<file path="src/rtl/ram8_scan.sv">
// 8x16 Hack-style RAM8 with a combinational read port and a
// valid/ready scan engine that streams words 0..7 in order.

module mux8way16 #(
    parameter int WIDTH = 16
) (
    input  logic [WIDTH-1:0] i_a,
    input  logic [WIDTH-1:0] i_b,
    input  logic [WIDTH-1:0] i_c,
    input  logic [WIDTH-1:0] i_d,
    input  logic [WIDTH-1:0] i_e,
    input  logic [WIDTH-1:0] i_f,
    input  logic [WIDTH-1:0] i_g,
    input  logic [WIDTH-1:0] i_h,
    input  logic [2:0]       i_sel,
    output logic [WIDTH-1:0] o_out
);
    always_comb begin
        o_out = i_a;
        case (i_sel)
            3'd0: o_out = i_a;
            3'd1: o_out = i_b;
            3'd2: o_out = i_c;
            3'd3: o_out = i_d;
            3'd4: o_out = i_e;
            3'd5: o_out = i_f;
            3'd6: o_out = i_g;
            3'd7: o_out = i_h;
        endcase
    end
endmodule

module ram8_scan #(
    parameter int WIDTH = 16
) (
    input  logic             clk,
    input  logic             reset,
    input  logic [WIDTH-1:0] in,
    input  logic             load,
    input  logic [2:0]       address,
    output logic [WIDTH-1:0] out,
    input  logic             scan_start,
    output logic             scan_busy,
    output logic             scan_valid,
    input  logic             scan_ready,
    output logic [WIDTH-1:0] scan_data,
    output logic [2:0]       scan_addr,
    output logic             scan_done
);
    typedef enum logic [1:0] {
        S_IDLE,
        S_STREAM,
        S_DONE
    } state_t;

    logic [WIDTH-1:0] r_ram [8];

    state_t           r_state;
    state_t           w_state_nxt;
    logic             r_valid;
    logic             w_valid_nxt;
    logic [2:0]       r_addr;
    logic [2:0]       w_addr_nxt;
    logic [WIDTH-1:0] r_data;
    logic [WIDTH-1:0] w_data_nxt;
    logic [2:0]       w_rd_sel;
    logic [WIDTH-1:0] w_scan_word;
    logic             w_xfer;

    always_ff @(posedge clk) begin
        if (reset) begin
            for (int i = 0; i < 8; i++) begin
                r_ram[i] <= '0;
            end
        end else if (load) begin
            r_ram[address] <= in;
        end
    end

    mux8way16 #(.WIDTH(WIDTH)) u_mux_a (
        .i_a   (r_ram[0]),
        .i_b   (r_ram[1]),
        .i_c   (r_ram[2]),
        .i_d   (r_ram[3]),
        .i_e   (r_ram[4]),
        .i_f   (r_ram[5]),
        .i_g   (r_ram[6]),
        .i_h   (r_ram[7]),
        .i_sel (address),
        .o_out (out)
    );

    // Scan read looks one word ahead so the capture lands with the pointer.
    assign w_rd_sel = (r_state == S_IDLE) ? 3'd0 : r_addr + 3'd1;

    mux8way16 #(.WIDTH(WIDTH)) u_mux_b (
        .i_a   (r_ram[0]),
        .i_b   (r_ram[1]),
        .i_c   (r_ram[2]),
        .i_d   (r_ram[3]),
        .i_e   (r_ram[4]),
        .i_f   (r_ram[5]),
        .i_g   (r_ram[6]),
        .i_h   (r_ram[7]),
        .i_sel (w_rd_sel),
        .o_out (w_scan_word)
    );

    assign w_xfer = r_valid & scan_ready;

    always_comb begin
        w_state_nxt = r_state;
        w_valid_nxt = r_valid;
        w_addr_nxt  = r_addr;
        w_data_nxt  = r_data;
        case (r_state)
            S_IDLE: begin
                if (scan_start) begin
                    w_state_nxt = S_STREAM;
                    w_valid_nxt = 1'b1;
                    w_addr_nxt  = 3'd0;
                    w_data_nxt  = w_scan_word;
                end
            end
            S_STREAM: begin
                if (w_xfer) begin
                    if (r_addr == 3'd7) begin
                        w_state_nxt = S_DONE;
                        w_valid_nxt = 1'b0;
                    end else begin
                        w_addr_nxt = r_addr + 3'd1;
                        w_data_nxt = w_scan_word;
                    end
                end
            end
            S_DONE: begin
                w_state_nxt = S_IDLE;
            end
            default: begin
                w_state_nxt = S_IDLE;
                w_valid_nxt = 1'b0;
            end
        endcase
    end

    always_ff @(posedge clk) begin
        if (reset) begin
            r_state <= S_IDLE;
            r_valid <= 1'b0;
            r_addr  <= '0;
            r_data  <= '0;
        end else begin
            r_state <= w_state_nxt;
            r_valid <= w_valid_nxt;
            r_addr  <= w_addr_nxt;
            r_data  <= w_data_nxt;
        end
    end

    assign scan_busy  = (r_state != S_IDLE);
    assign scan_done  = (r_state == S_DONE);
    assign scan_valid = r_valid;
    assign scan_data  = r_data;
    assign scan_addr  = r_addr;

endmodule
</file>
<file path="config.mk">
export PLATFORM = sky130hd
export DESIGN_NAME = ram8_scan
export DESIGN_NICKNAME = d
export VERILOG_FILES = /design/src/rtl/ram8_scan.sv
export SDC_FILE = /design/constraint.sdc
export NUM_CORES = 1
export LEC_CHECK = 0
export CORE_MARGIN = 2
export CORE_UTILIZATION = 64
export CTS_CLUSTER_SIZE = 30
export DETAILED_ROUTE_END_ITERATION = 16
export GPL_ROUTABILITY_DRIVEN = 1
export GPL_TIMING_DRIVEN = 0
export PLACE_DENSITY_LB_ADDON = 0.1
export SLEW_MARGIN = 15
export SYNTH_ARGS = -nofsm -noshare
export SYNTH_HDL_FRONTEND = slang
export SYNTH_SLANG_ARGS = --single-unit
</file>
<file path="constraint.sdc">
create_clock -name clk -period 4.9 [get_ports clk]
set_input_delay 0.98 -clock clk [delete_from_list [all_inputs] [get_ports clk]]
set_output_delay 0.98 -clock clk [all_outputs]
set_load 0.05 [all_outputs]
</file>
; ---- After elaboration in Yosys (flattened, before gate mapping)
; Memory sizes are Yosys's and may differ from the RTL's.
; Cells that the tools add are included.
[totals]
ff_bits = 22
latchBits = 0
ram_bits = 128
mem_bits_ro = 0
input_bits = 24
out_inout_bits = 38
n_memories = 1
[op_classes]
n_addsub = 1
mul = 0
div_mod_pow = 0
magnitude_cmp = 0
n_eq_ne = 21
shift = 0
mux = 27
bitwise = 2
n_reduce_logical = 9
[memory_table]
columns = memory, depth, word_bits, rd, rd_ports_with_merged_regs, write_ports, line_no
row1 = r_ram, 8, 16, 8, 0, 8, 56  ; logic [WIDTH-1:0] r_ram [8];
[ops]
columns = cell, n
row1 = one-hot mux 16 bit (8 select lines), 2
row2 = two-way mux 16 bit, 4
row3 = one-hot mux 16 bit (2 select lines), 1
row4 = "== test 3 bit, second input constant", 9
row5 = OR reduction 16 bit, 1
row6 = two-way mux 3 bit, 5
row7 = "== test 3 x 2 -> 1 bit, second input constant", 4
row8 = two-way mux 1 bit, 9
row9 = "inequality test 2 bit, second input constant", 4
row10 = AND reduction 4 bit, 2
row11 = "== test 3 x 1 -> 1 bit, second input constant", 2
row12 = zero test 3 bit, 2
row13 = two-way mux 2 bit, 3
row14 = one-hot mux 3 bit (2 select lines), 1
row15 = one-hot mux 2 bit (2 select lines), 1
row16 = nonzero test 2 bit, 2
row17 = "adder 3 x 1 -> 3 bit, second input constant", 1
row18 = one-hot mux 1 bit (3 select lines), 1
row19 = AND reduction 3 bit, 1
row20 = "== test 2 x 1 -> 1 bit, second input constant", 1
row21 = "== test 2 bit, second input constant", 1
row22 = zero test 2 bit, 1
row23 = bitwise AND 1 bit, 1
row24 = inverter 1 bit, 1

; ---- Longest topological paths before layout
[depth]
word_depth = 7
depth_mapped = 8

; ---- By module
; A second synthesis with hierarchy kept.
[hier_totals]
cells_unflattened = 794
area_unflattened_um2 = 8435.6
[by_module_without_submodules]
columns = module, n_inst, cells_each, area_each_um2, seq_area_each_um2
row1 = ram8_scan, 1, 440, 6206.0, 4284.1
row2 = mux8way16, 2, 177, 1114.8, 0.0

; ---- Worst setup path after synthesis
; OpenSTA, ideal clock, no wires.
[synth_timing]
path_type = input to output
start = input port address[1]
end = output port out[1]
t_arrival_ps = 2606
t_required_ps = 3920
path_slack_ps = 1314
stages = 5
n_path_buf = 3
path_cell_list = buf_2 buf_2 buf_1 a22oi_1 a21oi_1
[synth_between]
elab_chain_cells = 2
elab_cells_between_ends = 9
classes_between = eq/ne: 7 / mux: 1 / reduce/logical: 1
[synth_lines]
columns = element, line_no
row1 = "start, declared", 40  ; input logic [2:0] address,
row2 = "== test 3 bit, or another cell as far along", 20  ; case (i_sel)
row3 = one-hot mux 16 bit (8 select lines) (*), 20
row4 = "end, declared", 41  ; output logic [WIDTH-1:0] out,
; Mark *: on every way between the ends. The rest lies on a longest branch, timed or not.

; ---- Worst setup path in the final report
[layout_timing]
start = input port address[2]
end = output port out[8]
; Same word-level chain as after synthesis.

==> results_dict.tcl <==
set metrics [dict create \
    wirelength_um 27500 \
    antenna_found_initial 0 \
    grt_overflow 0 \
    cts.reportedPaths.clkPinSlew_ns 0.05 \
    synth_fp_nets 714 \
    die-width_um 116 \
    synth_area_um2 8060 \
    viasPerCell 7.01 \
    cp_common_cell "clkdlybuf4s50_1" \
    worstMarginPinSlew_ns 1.29 \
    crit_buf_inv 4 \
    multiInputGateArea_um2 3400 \
    critical_path.max_stage_delay_ns 0.79 \
    cts_made_buffers 17 \
    fmax_ghz 0.204 \
    crit_fanout 10 \
    fillerInstances 790 \
    crit_cells 7 \
    syn_inst 688 \
    rsz0062_at_grt "no" \
    timing.rr.end "scan_data[0]$_SDFFE_PP0P_" \
    grt_max_degree 17 \
    cts_hold_buf 0 \
    critPathRequiredTime_ns 3.92 \
    slew_headroom_pct 13.4 \
    postCtsSetupBuffers 0 \
    crit_path_start_kind "input port" \
    chipHeight_um 116 \
    h-tree-depth 4 \
    num_rows 40 \
    yosys-top-cells-area "edfxtp_1 (48%), and2_1 (9.9%), dfxtp_1 (5.5%)" \
    yosys.area.top_type "edfxtp_1" \
    root_buffer "clkbuf_16" \
    arrival_ns 3.92 \
    grt_util_all_layers_pct 42.3 \
    slowest_stage "clkdlybuf4s50_1" \
    portBuffers 61 \
    path_class "input port to primary output" \
    drive_above_1_share_pct 12.9 \
    io_pins 62 \
    start_util_pct 66.3 \
    min_to "scan_data[0]$_SDFFE_PP0P_" \
    yosysWarnings 0 \
    clockBufferDepth 2 \
    status "finished with violations" \
    finalHoldViolCount 0 \
    crit_chain "clkdlybuf4s50_1 -> buf_2 -> clkbuf_1 -> a31oi_1 -> a21oi_1 -> o22a_1 -> clkdlybuf4s50_1" \
    gp_congestion 0.995 \
    post_drt_wl_per_cell_um 29.0 \
    syn_avg_cell_area_um2 11.7 \
    regArea_um2 4280 \
    violations "negative setup slack" \
    clkLatencyLatePin_ns 0.44 \
    final.setup.worst_slack_ns -0.00244 \
    clock-sinks 150 \
    fin_crit_ns 4.90 \
    period_share_pct 100 \
    ff2ff_path_depth 8 \
    cts_tree "built" \
    r2r_slack_ns 2.13 \
    nNetsFinal 794 \
    synth_ff_type "edfxtp_1" \
    vias 6647 \
    post-dp-hpwl_um 17400 \
    synth_edf_count 128 \
    min_from "scan_data[0]$_SDFFE_PP0P_" \
    drc_errors 0 \
    coreArea_um2 12200 \
    yosysTopAreaCellShare_pct 47.7 \
    finalSetupTns_ns -0.00244 \
    slew_violations 0 \
    whs_path_depth 2 \
    dpl_cell_area_um2 8880 \
    die_area_um2 13500 \
    ys_seq_area_share_pct 53.1 \
    stdcell_area_um2 9460 \
    drt_iter0_markers 1126 \
    synth_cell_types 61 \
    setup_viol 1 \
    clock_skew_ns 0.00806 \
    ys_async_sr_fraction_pct 0 \
    finalPower_w 0.00332 \
    leakagePower_nw 3.40 \
    drtAntennaViolNets 0 \
    grt_pass1_wl_um 39400 \
    grt_pass1_vias 6392 \
    max-vdd-ir-drop_mv 0.258 \
    ys_seq_elements 150 \
    first_pass_iters 9 \
    cap_violations 0 \
    p_per_area_nw_per_um2 352 \
    r2r_start "scan_addr[0]$_SDFFE_PP0P_" \
    hold_path.class "register to register" \
    end_kind "primary output" \
    cp_top_family "buffers and inverters" \
    area_delta_synth_final_pct 17.3 \
    insertedDiodeCount 0 \
]
==> cell families (layout without fill, tap and decap cells) <==
group	after synthesis	in the layout	share of synthesized area [%]
buffers and inverters	72	164	4.66
muxes	61	61	9.96
and+or+nand+nor	248	248	18.4
DFF	150	150	53.1
AOI/OAI and AO/OA	155	155	13.5
adders and majority gates	2	2	0.310
==> worst max path at each step <==
stage / start / endpoint / slack, ns
global placement: address[1] / out[15] / -0.14
floorplan: address[1] / out[1] / 1.31
detailed placement: address[1] / out[15] / -0.14
global route: address[1] / out[1] / 0.008
CTS: address[1] / out[0] / 0.05
finish: address[2] / out[8] / -0.002
==> stage by stage <==
stage                     utilization, %  cells  hold slack (ns)  setup slack (ns)
after floorplan                        -    688            0.503              1.31
after global placement              73.0    917            0.526            -0.136
after detailed placement            73.0    917            0.531            -0.143
after CTS                           77.7    948            0.539            0.0485
after global routing                77.8    948            0.558           0.00841
final                               77.8    948            0.538          -0.00244
==> Yosys cell counts, types with 5 or more instances <==
master,n
and2_1,128
edfxtp_1,128
a21oi_1,43
mux2i_1,42
nor2_1,35
a211oi_1,24
dfxtp_1,22
nand2_1,22
inv_1,21
a221oi_1,18
nor2b_1,18
buf_2,17
clkbuf_1,17
mux4_2,15
o21bai_1,13
o22ai_1,11
o21ai_0,9
nand2b_1,8
or2_2,8
buf_6,7
a211o_1,6
nand3_1,6
nor2_2,5
==> worst reg2reg max path, delay by kind of cell (launching register included) <==
| family | cells | cell delay (ns) |
|---|---|---|
| fa+ha+maj | 2 | 0.44 |
| compound gates | 2 | 0.22 |
| simple gates | 1 | 0.37 |
| flops | 1 | 0.50 |
| mux | 1 | 0.17 |
| buf+inv | 2 | 0.92 |
==> report_power, final <==
| group | switching [W] | total [W] | internal (W) |
|---|---|---|---|
| combinational | 0.000340 | 0.000525 | 0.000184 |
| sequential | 0.0000579 | 0.00153 | 0.00147 |
| clock | 0.000527 | 0.00127 | 0.000744 |
| total | 0.000925 | 0.00332 | 0.00240 |
==> area by class of cell <==
cell class	count	area share [%]
sequential	150	45.3
tap	168	2.22
timing repair buffer	61	6.48
clock buffer	19	4.58
inverter	22	0.873
clock inverter	12	1.39
multi-input combinational	466	36.0
buffer	50	3.19
==> state kept, by name, indices dropped and copies added (netlist names) <==
signal	count
r_state	2
scan_data	16
scan_addr	3
r_ram	128
scan_valid	1
==> placed cells by master, fill, tap and decap left out, types with 5 or more instances in the layout <==
cell type	instances
a211o_1	6
a211oi_1	24
a21oi_1	43
a221oi_1	18
and2_1	128
buf_2	18
buf_6	7
clkbuf_1	19
clkbuf_16	17
clkdlybuf4s50_1	60
clkinvlp_4	5
dfxtp_1	22
edfxtp_1	128
inv_1	21
mux2i_1	42
mux4_2	15
nand2_1	22
nand2b_1	8
nand3_1	6
nor2_1	35
nor2_2	5
nor2b_1	18
o21ai_0	9
o21bai_1	13
o22ai_1	11
or2_2	8
==> layer usage <==
metal / global-route usage [%] / vias to the layer above / share of wire (%)
li1: - / 2702 / -
met2: 61.5 / 675 / 43
met1: 55.9 / 3100 / 34
met3: 15.0 / 168 / 17
met5: 2.96 / - / 0.21
met4: 22.5 / 2 / 6.0
==> repair_timing <==
action / 4_1_cts / 5_1_grt
endpoints found under the hold margin: 0 / 0
gates resized for setup: 1 / 3
cloned: 0 / 0
setup endpoints to repair: 7 / 3
Power figures use the tool's default switching activity.
